<file path="src/rtl/fib_seq_pkg.sv">
// Shared types and widths for the Fibonacci sequencer.
package fib_seq_pkg;

    localparam int IDX_W  = 5;
    localparam int DATA_W = 16;

    typedef enum logic [2:0] {
        S_IDLE,
        S_CLEAR,
        S_WAIT_TICK,
        S_REQ,
        S_WAIT_VALID,
        S_PUSH,
        S_DONE,
        S_ERR
    } state_t;

endpackage

</file>
<file path="src/rtl/edge_detector.sv">
// Rising-edge detector for a level input already in the clk domain.
module edge_detector (
    input  logic clk,
    input  logic rst,
    input  logic sig,
    output logic rise
);

    logic sig_prev;

    assign rise = sig & ~sig_prev;

    // One cycle of history; cleared by the active-low synchronous reset.
    always_ff @(posedge clk) begin
        if (!rst) sig_prev <= 1'b0;
        else      sig_prev <= sig;
    end

endmodule

</file>
<file path="src/rtl/fib_sequencer_tick.sv">
// Request prescaler: counts 0..TICK_DIV-1 while enabled, wraps, and emits a
// one-cycle tick on the last count. Holds its value while disabled.
module seq_tick_gen #(
    parameter int TICK_DIV = 10_000_000
) (
    input  logic clk,
    input  logic rst,
    input  logic clr,
    input  logic en,
    output logic tick
);

    localparam int CW = (TICK_DIV > 1) ? $clog2(TICK_DIV) : 1;

    logic [CW-1:0] cnt;

    assign tick = en && (cnt == CW'(TICK_DIV - 1));

    // Prescaler counter: clear wins, otherwise advance only when enabled.
    always_ff @(posedge clk) begin
        if (!rst)      cnt <= '0;
        else if (clr)  cnt <= '0;
        else if (en)   cnt <= tick ? '0 : cnt + 1'b1;
    end

endmodule

</file>
<file path="src/rtl/fib_sequencer.sv">
// Sequencer for the 16-bit Fibonacci generator: paced requests, term capture,
// valid/ready forwarding with index, run length MAX_TERMS.
// Optional build macro FIB_SEQ_CHECK_EN: verifies each captured term (idx>=2)
// against the sum of the previous two accepted terms and errors on mismatch.
module fib_sequencer
    import fib_seq_pkg::*;
#(
    parameter int TICK_DIV  = 10_000_000,
    parameter int MAX_TERMS = 24,
    parameter int TIMEOUT   = 4
) (
    input  logic              clk,
    input  logic              rst,
    input  logic              start,
    input  logic              stop,
    output logic              gen_rst,
    output logic              gen_en,
    input  logic              gen_valid,
    input  logic [DATA_W-1:0] gen_data,
    output logic              out_valid,
    input  logic              out_ready,
    output logic [DATA_W-1:0] out_data,
    output logic [IDX_W-1:0]  out_idx,
    output logic              busy,
    output logic              done,
    output logic              err
);

    localparam int TW = $clog2(TIMEOUT + 1);

    state_t            state, nxt;
    logic              start_rise;
    logic              tick;
    logic              rst_hold;
    logic              term_bad;
    logic [IDX_W-1:0]  idx;
    logic [TW-1:0]     wcnt;

    edge_detector u_start_edge (
        .clk  (clk),
        .rst  (rst),
        .sig  (start),
        .rise (start_rise)
    );

    seq_tick_gen #(.TICK_DIV(TICK_DIV)) u_tick (
        .clk  (clk),
        .rst  (rst),
        .clr  (state == S_CLEAR),
        .en   (state == S_WAIT_TICK),
        .tick (tick)
    );

    assign out_idx = idx;

`ifdef FIB_SEQ_CHECK_EN
    logic [DATA_W-1:0] prev1, prev2;
    logic [DATA_W:0]   sum;

    assign sum      = {1'b0, prev1} + {1'b0, prev2};
    assign term_bad = (idx >= IDX_W'(2)) && ({1'b0, gen_data} != sum);

    // Shadow copies of the last two terms the consumer accepted.
    always_ff @(posedge clk) begin
        if (!rst) begin
            prev1 <= '0;
            prev2 <= '0;
        end else if (state == S_PUSH && out_ready) begin
            prev2 <= prev1;
            prev1 <= out_data;
        end
    end
`else
    assign term_bad = 1'b0;
`endif

    // State register; reset forces IDLE.
    always_ff @(posedge clk) begin
        if (!rst) state <= S_IDLE;
        else      state <= nxt;
    end

    // gen_rst stays high in the cycle right after reset until the first normal edge.
    always_ff @(posedge clk) begin
        if (!rst) rst_hold <= 1'b1;
        else      rst_hold <= 1'b0;
    end

    // Term index, captured term and response-timeout counter.
    always_ff @(posedge clk) begin
        if (!rst) begin
            idx      <= '0;
            out_data <= '0;
            wcnt     <= '0;
        end else begin
            unique case (state)
                S_CLEAR:      idx <= '0;
                S_REQ:        wcnt <= '0;
                S_WAIT_VALID: begin
                    wcnt <= wcnt + 1'b1;
                    if (gen_valid) out_data <= gen_data;
                end
                S_PUSH:       if (out_ready && idx != IDX_W'(MAX_TERMS - 1)) idx <= idx + 1'b1;
                default:      ;
            endcase
        end
    end

    // Next-state and Moore outputs; stop beats a start edge, which beats everything else.
    always_comb begin
        nxt       = state;
        gen_rst   = rst_hold;
        gen_en    = 1'b0;
        out_valid = 1'b0;
        busy      = 1'b0;
        done      = 1'b0;
        err       = 1'b0;

        unique case (state)
            S_CLEAR:      begin gen_rst = 1'b1; busy = 1'b1; end
            S_WAIT_TICK:  busy = 1'b1;
            S_REQ:        begin gen_en = 1'b1; busy = 1'b1; end
            S_WAIT_VALID: busy = 1'b1;
            S_PUSH:       begin out_valid = 1'b1; busy = 1'b1; end
            S_DONE:       done = 1'b1;
            S_ERR:        err = 1'b1;
            default:      ;
        endcase

        if (stop) begin
            nxt = S_IDLE;
        end else if (start_rise) begin
            nxt = S_CLEAR;
        end else begin
            unique case (state)
                S_CLEAR:      nxt = S_WAIT_TICK;
                S_WAIT_TICK:  if (tick) nxt = S_REQ;
                S_REQ:        nxt = S_WAIT_VALID;
                S_WAIT_VALID: begin
                    if (gen_valid)                        nxt = term_bad ? S_ERR : S_PUSH;
                    else if (wcnt == TW'(TIMEOUT - 1))    nxt = S_ERR;
                end
                S_PUSH:       if (out_ready) nxt = (idx == IDX_W'(MAX_TERMS - 1)) ? S_DONE : S_WAIT_TICK;
                default:      ;
            endcase
        end
    end

endmodule
</file>
<file path="config.mk">
export PLATFORM = sky130hd
export DESIGN_NAME = fib_sequencer
export DESIGN_NICKNAME = d
export VERILOG_FILES = /design/src/rtl/fib_seq_pkg.sv /design/src/rtl/edge_detector.sv /design/src/rtl/fib_sequencer_tick.sv /design/src/rtl/fib_sequencer.sv
export SDC_FILE = /design/constraint.sdc
export NUM_CORES = 1
export LEC_CHECK = 0
export ABC_AREA = 1
export CAP_MARGIN = 10
export CORE_ASPECT_RATIO = 0.5
export CORE_UTILIZATION = 45
export CTS_CLUSTER_SIZE = 30
export DETAILED_ROUTE_END_ITERATION = 8
export PLACE_DENSITY = 0.8
export RECOVER_POWER = 100
export SYNTH_ARGS = -nofsm -noshare
export SYNTH_HDL_FRONTEND = slang
export SYNTH_SLANG_ARGS = --single-unit
</file>
<file path="constraint.sdc">
create_clock -name clk -period 1.64 [get_ports clk]
set_input_delay 0.164 -clock clk [delete_from_list [all_inputs] [get_ports clk]]
set_output_delay 0.164 -clock clk [all_outputs]
set_load 0.005 [all_outputs]
</file>
==> key figures, run 1 <==
Setup path
  – Critical path cell sequence: buf_4, nand2_2, inv_1, nor3_2, inv_1, dlygate4sd2_1
  – Slowest cell on the critical path: dfxtp_2
  – FF-to-FF path depth: 7
  – Worst setup SP type: flip-flop
  – CP Capture Type: output port
  – Reg-to-Reg End: out_data[9]$_SDFFE_PN0P_
  – Reg2reg setup slack: 0.10 ns
  – Critical path class: flip-flop to output port
  – Crit path DAT: ~1.5 ns
  – Worst flop-to-flop path startpoint: state[2]$_SDFFE_PP0P_
  – Most frequent cell on the critical path: inv_1
  – Max incr delay on CP: approximately 0.34 ns
  – CP max FO: 4
  – WP data required: 1.48 ns

Placed design
  – RePlAce Congestion: about 0.89
  – DP Area: 0.00325 sq mm
  – IO Port Bufs: 48
  – Post-DP HPWL: 4360 um

CTS
  – TritonCTS buffer count: 5
  – CTS tree: yes
  – Worst-skew pair later-pin latency: 0.30 ns
  – Worst-case clock buffer depth: 2
  – Clock sink count: 53
  – Clock root buffer: clkbuf_16
  – H-tree Lvls: 2
  – Clock Pin Slew Worst Setup and Hold Paths: 0.08 ns
  – Cts hold-fix bufs: 0

Drt
  – DRC: 0
  – Detailed-router iteration count before antenna repair: 4
  – Via density: about 5.1
  – Initial DRC Count: 90
  – Routed Antenna Nets: 0
  – Vias: 2633
  – Drt wl/cell: 12.1 um
  – Routed wire length: around 6300 um

Synth
  – Count of cell types in the netlist: 32
  – FF+latch count, synth: 53
  – Register area share after synthesis: 40.2%
  – Largest cells by area after synthesis: dfxtp_1 (40%), nand2_1 (12%), nor2_1 (8.5%), nand3_1 (6.8%), a21oi_1 (6.3%)
  – Share of the synthesized area in the top cell type: 40.2%
  – Syn nets: 408
  – Leading area contributor after synthesis: dfxtp_1
  – Mapped Area: 0.00264 sq mm
  – YS warnings: 0
  – Mapped Avg Cell Area: roughly 7 sq um
  – Asr flop ratio synth: 0%
  – Most instantiated library cell after synthesis: nand2_1
  – Top FF cell, synth: dfxtp_1
  – EDFF count, synth: 0
  – Synth Instances: 382
  – Synth cell count leaders: nand2_1 (85), nor2_1 (60), dfxtp_1 (53), inv_1 (38), nand3_1 (36)

Power
  – Internal power: ~2000 uW
  – Final Power: roughly 2600 uW
  – Share of power burned in the clock network: 42.9%
  – Static Leak: 0.00144 uW
  – Switch Pwr: 614 uW
  – Sw frac: 23.8%
  – Seq pwr share: 50.3%
  – P per Cell Area: about 740 mW/mm^2
  – VDD IR max: 0.479 mV
  – Logic pwr share: under 10%

Timing
  – Skew final: around 0.0084 ns
  – Max-slew violation count: 0
  – Hold Fails Final Rpt: 0
  – Setup-failing EPs final: 0
  – Worst slew pin tran: 0.371 ns
  – Slew HR: ~75%
  – Period utilization: 98.3%
  – Fmax: ~0.62 GHz
  – Hold_ws: approximately 0.43 ns
  – Period minus WS final: approximately 1.6 ns

Floorplan
  – Core Region: around 0.0056 sq mm
  – IO Count: 49
  – Chip width: 110 um
  – Core Rows: 19
  – Starting Density: 47.5%
  – Die ar.: between 0.006 and 0.007 sq mm
  – Die Span Y: 56.2 um

Layout
  – Share of post-route cells with drive strength above 1: 14.2%
  – Fin nets: 470
  – # diodes: 0
  – Design area: 0.00349 sq mm
  – P&R area growth vs syn: 32.0%
  – Layout Utilization: 62.7%
  – Fill count: 498

GRT
  – GRT Residual Overflow: 0
  – First-pass GRT wire length: 10200 um
  – Vias in the first global route: 2303
  – Total GRT Usage: between 20% and 30%
  – Initial antenna violation count: 0
  – Largest net degree at the start of global routing: 21

Worst hold path
  – Hold_sp: gen_data[5]
  – WHS Endpoint: out_data[5]$_SDFFE_PN0P_
  – Hold path depth: 3
  – Hold Path Class: input pin to flip-flop

Run status
  – Status: finished, final reports clean

Job
  – Count of max-cap constraint violations: 0
-- kinds of logic (layout without fill, tap and decap cells) --
logic type / count (synthesis) / in the layout / synth area share (%)
and+or+nand+nor: 227 / 227 / 39.6
DFF: 53 / 53 / 40.2
buffers and inverters: 51 / 114 / 7.95
AOI/OAI and AO/OA: 42 / 42 / 8.71
xor gates and xnor gates: 5 / 5 / 1.66
adders and majority gates: 4 / 4 / 1.89
-- layout make-up --
| type | instances | area [sq um] | share of cell area, % |
|---|---|---|---|
| clock inverter | 3 | 28.8 | 0.825 |
| clock buffer | 5 | 125 | 3.59 |
| inverter | 43 | 164 | 4.70 |
| tap | 73 | 91.3 | 2.62 |
| sequential | 53 | 1070 | 30.6 |
| timing repair buffer | 63 | 593 | 17.0 |
| multi-input combinational | 278 | 1420 | 40.7 |
-- worst max path at each step --
stage | from | to | slack [ns] | depth (start not counted)
2_1_floorplan | u_tick.cnt[0]$_SDFFE_PP0P_ | u_tick.cnt[15]$_SDFFE_PP0P_ | 0.18 | 9
3_3_place_gp | u_tick.cnt[1]$_SDFFE_PP0P_ | u_tick.cnt[15]$_SDFFE_PP0P_ | 0.1 | 8
3_5_place_dp | u_tick.cnt[1]$_SDFFE_PP0P_ | u_tick.cnt[15]$_SDFFE_PP0P_ | 0.04 | 8
4_1_cts | state[0]$_SDFFE_PP0P_ | err | 0.008 | 3
5_1_grt | state[2]$_SDFFE_PP0P_ | busy | -0.06 | 6
6_report | state[2]$_SDFFE_PP0P_ | busy | 0.03 | 6
-- state kept, by name, summed over array words and instances, names as in the netlist --
register and count:
out_data 16, rst_hold 1, u_tick.cnt 24, wcnt 3, state 3, out_idx 5, u_start_edge.sig_prev 1
-- worst max-delay path: cells and delay by family (launching register included) --
kind / cells / cell delay (ns)
DFF: 1 / 0.34
and+or+nand+nor: 2 / 0.27
buffers and inverters: 4 / 0.54
-- per-stage QoR --
step                setup TNS [ns]  setup WS (ns)  instances
finish                           0         0.0285        518
global route               -0.0729        -0.0552        518
CTS                              0        0.00794        515
detailed placement               0         0.0382        506
global placement                 0         0.0955        506
floorplan                        0          0.178        382
-- placed cells by master (no fill, tap or decap), drive strengths merged, types with 2 or more instances in the layout --
cell type / instances
nor2: 71
xor2: 5
nor3: 12
ha: 4
nand3: 39
dlymetal6s2s: 2
a21oi: 33
nand2: 89
dfxtp: 53
nand4: 7
inv: 45
dlygate4sd3: 19
dlygate4sd2: 4
clkbuf: 5
o21ai: 5
buf: 15
nor4: 2
clkdlybuf4s50: 23
or2: 5
o21bai: 2
-- power by group through the flow --
stage | clock (uW) | sequential (uW) | combinational [uW]
2_1_floorplan | 0 | 1330 | 77.5
3_3_place_gp | 0 | 1330 | 168
3_5_place_dp | 0 | 1330 | 170
4_1_cts | 1120 | 1300 | 172
5_1_grt | 1170 | 1300 | 192
6_report | 1110 | 1300 | 177
-- routing by layer --
layer / vias up / global-route usage [%] / routed length [um]
met3: 10 / 3.98 / 326
met4: 0 / 7.14 / 88
met2: 87 / 34.5 / 3040
met1: 1184 / 27.9 / 2830
li1: 1352 / - / -
met5: - / 0 / 0
-- timing repair --
| action | in CTS | in global routing |
|---|---|---|
| setup endpoints to repair | 6 | 28 |
| pin swaps | 1 | 2 |
| resized for setup | 16 | 10 |
| buffers inserted | 1 | 3 |
Power figures use the tool's default switching activity.
==> run 2: changes to the inputs <==
- ABC_CLOCK_PERIOD_IN_PS: default -> 1700
- clock period: 1.64 -> 1.7 ns (I/O delays scaled with it)
==> run 2 against run 1 <==
Worst hold slack better by 0.014 ns. Global-route usage is 0.38 points lower. Via count decreased by 0.80%. Largest cell class unchanged. Final cell count shrank 0.19%. Non-clock buffer count is 1 lower. Combinational power shrank 3%. Clock skew fell by 0.0041 ns. Die area unchanged. Routed wire length down 2.2%. Sequential share of layout area grew 0.18 points.
==> key figures, run 2 (synthesis results as in run 1) <==
Setup path
  – Critical path cell sequence: inv_4, nand2_4, nor2_4, clkdlybuf4s50_1
  – Critical path class: flip-flop to output port
  – Crit path DAT: 1.46 ns
  – Max incr delay on CP: approximately 0.52 ns
  – WP data required: 1.53 ns
  – CP max FO: 5
  – Worst setup SP type: flip-flop
  – CP Capture Type: output port
  – Slowest cell on the critical path: clkdlybuf4s50_1
  – FF-to-FF path depth: 9
  – CP top delay family: buffers and inverters
  – Crit path depth: 4
  – CP Buf/Inv Count: 2

Floorplan
  – IO Count: 49
  – Die ar.: 0.00620 sq mm
  – Starting Density: between 40 and 50%
  – Core Region: roughly 0.0056 sq mm
  – Chip width: 110 um
  – Die Span Y: 56.2 um
  – Core Rows: 19

Drt
  – Routed Antenna Nets: 0
  – Via density: 5.05
  – Drt wl/cell: 11.9 um
  – Vias: 2612
  – Detailed-router iteration count before antenna repair: 4
  – DRC: 0
  – Routed wire length: 6140 um
  – Initial DRC Count: 120

Layout
  – Fin nets: ~470
  – Most frequent cells in the layout: nand2_1 (82), nor2_1 (60), dfxtp_1 (50), clkdlybuf4s50_1 (43), inv_1 (37)
  – Max reg flops: 24
  – P&R area growth vs syn: 32.0%
  – Share of post-route cells with drive strength above 1: 13.1%
  – # diodes: 0
  – Design area: 0.00349 sq mm
  – Commonest non-fill, non-tap cell in the layout: nand2_1
  – Register name with the most flops: u_tick.cnt
  – Non-filler cells, final: 517

Placed design
  – Post-DP HPWL: 4300 um
  – RePlAce Congestion: 0.856
  – IO Port Bufs: 48
  – Pre-CTS WS: between 0.1 and 0.15 ns
  – DP Area: 0.00325 sq mm
  – Placed Instances: around 500

GRT
  – Met2 Track Usage GR: 34.2%
  – Vias in the first global route: 2321
  – GR peak layer: met2
  – GRT Residual Overflow: 0
  – First-pass GRT wire length: 10200 um
  – Met1 usage: 28.0%
  – GRT met3 Usage: 3.98%
  – Largest net degree at the start of global routing: 21
  – Initial antenna violation count: 0
  – Total GRT Usage: 20.7%

CTS
  – Worst-skew pair later-pin latency: 0.29 ns
  – TritonCTS buffer count: 5
  – Clock sink count: 53
  – Clock root buffer: clkbuf_16
  – CTS tree: yes
  – H-tree Lvls: 2
  – Clock Pin Slew Worst Setup and Hold Paths: ~0.080 ns
  – Cts hold-fix bufs: 0
  – Worst-case clock buffer depth: 2

Timing
  – Skew final: about 0.0043 ns
  – Worst slew pin tran: just over 0.9 ns
  – Fin Setup TNS: 0 ns
  – Slew HR: 38.5%
  – Period minus WS final: around 1.6 ns
  – Setup WS post-layout: 0.0741 ns
  – Fmax: 0.615 GHz
  – Max-slew violation count: 0
  – Setup-failing EPs final: 0
  – Period utilization: a little over nine tenths
  – Hold Fails Final Rpt: 0

Worst hold path
  – Hold Path Class: input pin to flip-flop
  – Hold path depth: 3

Power
  – Seq pwr share: 50.2%
  – Static Leak: 0.00136 uW
  – P per Cell Area: 715 mW/mm^2
  – Switch Pwr: just under 600 uW
  – VDD IR max: around 0.47 mV
  – Logic pwr share: 6.9%
  – Sw frac: 23.8%
  – Internal power: 1900 uW
  – Share of power burned in the clock network: 42.9%

Run status
  – Status: finished, final reports clean

Job
  – Count of max-cap constraint violations: 0
-- run 2: final cells by class --
type                    count  area [sq um]
flip-flops and latches     53          1070
inverters                  43           169
well taps                  73          91.3
repair buffers             62           597
clock buffers               5           125
clock inverters             3          28.8
multi-input cells         278          1400
fillers                   493          2080
-- run 2: metrics by stage --
stage	hold WS (ns)	utilization [%]	total power, uW
floorplan	0.263	-	1360
global placement	0.446	58.5	1450
detailed placement	0.453	58.5	1450
CTS	0.445	62.3	2500
global route	0.457	62.7	2570
finish	0.446	62.7	2490
-- run 2: timing repair --
action	in CTS	in global routing
endpoints found under the setup margin	5	11
pin swaps	2	0
gates resized for setup	16	7
buffers inserted	3	1
-- run 2: power groups by stage --
stage	clock network [uW]	registers, uW	logic, uW
after global routing	1130	1250	186
final	1070	1250	171
after detailed placement	0	1280	165
after floorplan	0	1280	74.8
after global placement	0	1280	165
after CTS	1080	1250	172
-- run 2: worst paths after layout --
| path | start | endpoint | slack [ns] |
|---|---|---|---|
| worst max-delay path | state[1]$_SDFFE_PP0P_ | out_valid | 0.07 |
| worst min-delay path | gen_data[11] | out_data[11]$_SDFFE_PN0P_ | 0.45 |
| worst max register to register | u_tick.cnt[1]$_SDFFE_PP0P_ | u_tick.cnt[14]$_SDFFE_PP0P_ | 0.12 |
| worst min register to register | wcnt[0]$_SDFFE_PN0P_ | wcnt[0]$_SDFFE_PN0P_ | 0.46 |
-- run 2: worst register-to-register path, cell delays in order (launching register included) --
cell and delay (ns):
dfxtp_1 0.37, ha_1 0.22, nand3_2 0.14, nor2_1 0.16, nand3_2 0.14, nor2_1 0.14, nor2_2 0.05, buf_4 0.16
nand2_1 0.07, nor2_1 0.03
-- run 2: metal layers --
| layer | part of all wire, % | wire (um) |
|---|---|---|
| met3 | 4.5 | 279 |
| met1 | 47 | 2870 |
| met4 | 0.75 | 46 |
| met5 | 0 | 0 |
| met2 | 48 | 2950 |
==> run 3: changes to the inputs <==
- SLEW_MARGIN: default -> 20
==> results of run 3 <==
Final layout, timing and power as in run 2 (identical DEF).
